File: src/rtl/if_stage.sv
// Instruction fetch stage: drives the instruction memory request, owns the PC
// and the IF/ID pipeline register, with a one-entry buffer for words acked under stall.
module if_stage #(
    parameter logic [31:0] RESET_PC  = 32'h0000_0000,
    parameter logic [31:0] NOP_INSTR = 32'h0000_0013
) (
    input  logic        clk,
    input  logic        reset,
    input  logic        stall,
    input  logic        redirect,
    input  logic [31:0] redirect_pc,
    input  logic        halt,
    output logic        imem_req,
    output logic [31:0] imem_addr,
    input  logic        imem_ack,
    input  logic [31:0] imem_rdata,
    output logic        ifid_valid,
    output logic [31:0] ifid_instr,
    output logic [31:0] ifid_pc,
    output logic [31:0] ifid_pc4,
    output logic        halted,
    output logic [1:0]  dbg_state
);

    localparam logic [1:0] S_IDLE   = 2'd0;
    localparam logic [1:0] S_FETCH  = 2'd1;
    localparam logic [1:0] S_HOLD   = 2'd2;
    localparam logic [1:0] S_HALTED = 2'd3;

    logic [1:0]  state;
    logic [31:0] pc;
    logic [31:0] pc_plus4;
    logic [31:0] redirect_target;
    logic [31:0] buf_instr;
    logic [31:0] buf_pc;

    // Memory handshake: imem_addr is held while imem_req=1; the request completes
    // in the cycle imem_ack=1, unless redirect or halt wins that same cycle.
    assign imem_req        = (state == S_FETCH);
    assign imem_addr       = pc;
    assign pc_plus4        = pc + 32'd4;
    assign redirect_target = redirect_pc & 32'hFFFF_FFFC;
    assign dbg_state       = state;

    always_ff @(posedge clk or posedge reset) begin
        if (reset) begin
            state      <= S_IDLE;
            pc         <= RESET_PC & 32'hFFFF_FFFC;
            buf_instr  <= NOP_INSTR;
            buf_pc     <= 32'd0;
            ifid_valid <= 1'b0;
            ifid_instr <= NOP_INSTR;
            ifid_pc    <= 32'd0;
            ifid_pc4   <= 32'd0;
            halted     <= 1'b0;
        end else begin
            case (state)
                S_IDLE: state <= S_FETCH;
                S_FETCH, S_HOLD: begin
                    if (redirect) begin
                        // Any held buffer entry becomes dead once we leave HOLD.
                        pc         <= redirect_target;
                        ifid_valid <= 1'b0;
                        ifid_instr <= NOP_INSTR;
                        state      <= S_FETCH;
                    end else if (halt) begin
                        halted     <= 1'b1;
                        ifid_valid <= 1'b0;
                        ifid_instr <= NOP_INSTR;
                        state      <= S_HALTED;
                    end else if (state == S_FETCH) begin
                        if (imem_ack && !stall) begin
                            ifid_valid <= 1'b1;
                            ifid_instr <= imem_rdata;
                            ifid_pc    <= pc;
                            ifid_pc4   <= pc_plus4;
                            pc         <= pc_plus4;
                        end else if (imem_ack) begin
                            buf_instr <= imem_rdata;
                            buf_pc    <= pc;
                            pc        <= pc_plus4;
                            state     <= S_HOLD;
                        end else if (!stall) begin
                            ifid_valid <= 1'b0;
                            ifid_instr <= NOP_INSTR;
                        end
                    end else if (!stall) begin
                        ifid_valid <= 1'b1;
                        ifid_instr <= buf_instr;
                        ifid_pc    <= buf_pc;
                        ifid_pc4   <= buf_pc + 32'd4;
                        state      <= S_FETCH;
                    end
                end
                default: state <= S_HALTED;
            endcase
        end
    end

endmodule

File: config.mk
export PLATFORM = sky130hd
export DESIGN_NAME = if_stage
export DESIGN_NICKNAME = d
export VERILOG_FILES = /design/src/rtl/if_stage.sv
export SDC_FILE = /design/constraint.sdc
export NUM_CORES = 1
export LEC_CHECK = 0
export BUFFER_PORTS_ARGS = -buffer_cell sky130_fd_sc_hd__buf_2
export CORE_MARGIN = 5
export CORE_UTILIZATION = 59
export CTS_CLUSTER_DIAMETER = 40
export CTS_CLUSTER_SIZE = 40
export DETAILED_ROUTE_END_ITERATION = 12
export PLACE_DENSITY_LB_ADDON = 0.1
export SLEW_MARGIN = 20
export SYNTH_ARGS = -nofsm -noshare
export SYNTH_HDL_FRONTEND = slang
export SYNTH_SLANG_ARGS = --single-unit
File: constraint.sdc
create_clock -name clk -period 8.96 [get_ports clk]
set_input_delay 0.896 -clock clk [delete_from_list [all_inputs] [get_ports clk]]
set_output_delay 0.896 -clock clk [all_outputs]
set_load 0.005 [all_outputs]
==> summary.md <==
| Metric | Value |
|---|---|
| Worst R2R Path Depth | 8 |
| Post-Syn Area per Cell | just over 10 um2 |
| CTS Root Cell | clkbuf_16 |
| Max VDD drop | 0.000197 V |
| R2R Path Start | dbg_state[0] |
| Fin Setup TNS | 0 ns |
| Vias | 7810 |
| Slew Limit Headroom | between 30 and 40% |
| DRT iter0 DRCs | 556 |
| Routed WL per cell | 19.0 um |
| Post-route antenna net violation count | 0 |
| Async S/R FF share, synth | 100% |
| Post-CTS resize count | 0 |
| RSZ-0062 raised after global routing | no |
| Logic pwr share | about a third |
| Synth cell types | 54 |
| Clk buf depth | 2 |
| Tmin final | 3.35 ns |
| Maximum fanout along the worst path | 98 |
| Share of layout cells above drive strength 1 | 29.1% |
| Antenna cells | 0 |
| # hold bufs at CTS | 0 |
| Pint | 2.18 mW |
| Fmax | ~300 MHz |
| GRT overflow | 0 |
| Crit path from | dbg_state[0] |
| Critical path class | flip-flop to flip-flop |
| Sequential Area | about 4700 um2 |
| Syn-to-layout area delta | 17.5% |
| TritonCTS clock tree | done |
| Switch share | 37.6% |
| Pwr Density | about 320 nW/um2 |
| Nets | around 1200 |
| Worst endpoint required time | 9.29 ns |
| EDFF count, synth | 0 |
| Worst R2R Setup Slack | around 5.6 ns |
| Global Route Usage Sum | a little over a quarter |
| Post-DR vias/cell | 5.99 |
| Most used DFF post-synth | dfrtp_1 |
| Top cells by count, synth | dfrtp_1 (182), nand2_1 (110), o21ai_0 (105) |
| Largest net degree at the start of global routing | 110 |
| Final worst path period share | 37.4% |
| Core Rows | 46 |
| Seq pwr share | 43.4% |
| Routability cong. | about 0.86 |
| Yosys Warn Count | 0 |
| Hold WC Path Type | flip-flop to flip-flop |
| Port Buffers | 194 |
| Cell Area, Synth | between 9000 and 10000 um2 |
| Vias in the first global route | 7559 |
| Fin Clk Skew | 0.00810 ns |
| Hold wc startpoint | halted |
| H-tree depth | 4 |
| Sequential fraction of the synthesis area | 50.0% |
| Clock share of power | between 20% and 30% |
| Final cell count without fillers | 1304 |
| Clock Latency Late Sink | between 0.4 and 0.5 ns |
| Gate Count Post-Synth | 932 |
| Chip height | 136 um |
| Crit. End Element | flip-flop |
| Hold path cells | 1 |
| DP HPWL | 16900 um |
| Pleak | 5.11 nW |
| Post-CTS setup buffer count | 0 |
| Starting Density | 59.7% |
| Num ports | 203 |
| Post-synth top area share | 48.3% |
| DRT Pass-1 Iters | 5 |
| Worst-Margin Slew | 1.04 ns |
| FF+latch count, synth | 188 |
| Clock slew at reported path FFs | 0.07 ns |
| CTS Buf Count | 17 |
| CP Data Arrival Time | 3.68 ns |
| Dpl cells | 1273 |
| Final wirelength | 24700 um |
| Die W | 136 um |
| DRC | 0 |
| Slew Limit Fails | 0 |
| Cell taking the most area after synthesis | dfrtp_1 |
| Total die area | 18600 um2 |
| Global-route wire length before repair | 39800 um |
| WHS Endpoint | halted |
| Top-count cell post-synth | dfrtp_1 |
| Max-Cap Viols | 0 |
| Status | completed |
| Initial antenna violation count | 0 |
| Core area | approximately 16000 um2 |
| Fill cells | 1292 |
| Area of the multi-input gates | around 4400 um2 |
| Reg2reg end | ifid_pc4[24] |
| Clock sinks | 188 |
| Final hold vios | 0 |
| Startpoint types | flip-flop |
| P_sw | 1.31 mW |
| Synth top area cells | dfrtp_1 (48%), mux2_2 (7.4%), o21ai_0 (5.6%) |
| Final setup violation count | 0 |
==> cells by family after synthesis <==
group	share of synthesized area (%)
flip-flops	50.0
buffers and inverters	4.01
XOR/XNOR	4.18
AO/OA/AOI/OAI	16.7
AND/OR/NAND/NOR	12.9
other	0.0398
adder cells (fa/ha/maj)	0.664
multiplexers	11.6
==> through the flow <==
stage                     utilization [%]  setup WS [ns]  power (mW)  hold slack, ns  instance area, um2
after detailed placement             66.2           5.36        2.70           0.450               10400
after CTS                            70.1           5.64        3.50           0.465               11100
after global placement               66.2           5.33        2.66           0.443               10400
after global routing                 70.2           5.22        3.72           0.469               11100
after floorplan                         -           2.96        2.22           0.466                9440
final                                70.2           5.61        3.49           0.465               11100
==> layout by cell type, fill, tap and decap left out, types with 6 or more instances in the layout <==
| cell | count |
|---|---|
| dfrtp_1 | 182 |
| o31ai_1 | 6 |
| inv_1 | 8 |
| buf_2 | 194 |
| nand2_1 | 110 |
| o2bb2ai_1 | 6 |
| o22ai_1 | 8 |
| xor2_1 | 18 |
| a22oi_1 | 44 |
| mux2_2 | 62 |
| o21ai_0 | 105 |
| nand3_1 | 22 |
| dfstp_2 | 6 |
| nor4_1 | 11 |
| xnor2_1 | 27 |
| nand4_1 | 14 |
| a31oi_1 | 6 |
| or4_1 | 6 |
| mux2i_1 | 39 |
| a221o_1 | 7 |
| nor3_1 | 10 |
| and3_1 | 17 |
| buf_4 | 8 |
| o221ai_1 | 6 |
| clkbuf_16 | 17 |
| nor2_1 | 39 |
| conb_1 | 6 |
| o21a_1 | 8 |
| a21oi_1 | 27 |
| o211ai_1 | 6 |
==> power groups by stage <==
| stage | logic [mW] | registers (mW) | clock network (mW) |
|---|---|---|---|
| 2_1_floorplan | 0.834 | 1.39 | 0 |
| 3_3_place_gp | 1.16 | 1.50 | 0 |
| 3_5_place_dp | 1.19 | 1.52 | 0 |
| 4_1_cts | 1.19 | 1.50 | 0.801 |
| 5_1_grt | 1.32 | 1.56 | 0.834 |
| 6_report | 1.18 | 1.52 | 0.792 |
==> flip-flops by register name, indices dropped and copies added (netlist names) <==
register,flops
imem_addr,30
ifid_pc,30
buf_pc,30
ifid_valid,1
ifid_pc4,30
dbg_state,2
buf_instr,32
halted,1
ifid_instr,32
==> per-layer routing <==
layer	track usage, %	up-vias	wire length, um
met3	5.03	30	1900
met2	40.9	306	11100
met4	7.33	0	362
met5	0	-	0
li1	-	3651	-
met1	40.7	3823	11400
==> critical path, cell delays in order (launching register included) <==
cell,delay [ns]
dfrtp_1,0.46
inv_1,0.07
ha_1,0.53
nor4b_2,0.65
o21ai_4,0.09
buf_4,0.40
nor2_1,0.61
o21ai_0,0.27
o211ai_1,0.15
==> worst max path at each step <==
stage                    end  cells past startpoint  slack, ns
3_5_place_dp    ifid_pc4[24]                      8       5.36
5_1_grt         ifid_pc4[24]                      8       5.22
4_1_cts         ifid_pc4[24]                      8       5.64
6_report        ifid_pc4[24]                      8       5.61
2_1_floorplan  buf_instr[10]                      1       2.96
3_3_place_gp    ifid_pc4[24]                      8       5.33
==> final cells by class <==
type                    instances  share of cell area (%)
flip-flops and latches        188                    42.6
clock buffers                  22                    4.38
clock inverters                 9                    1.22
repair buffers                203                    9.42
well taps                     216                    2.44
inverters                      10                   0.407
multi-input cells             656                    39.6
Note: power is estimated with default switching activity, not from simulation.
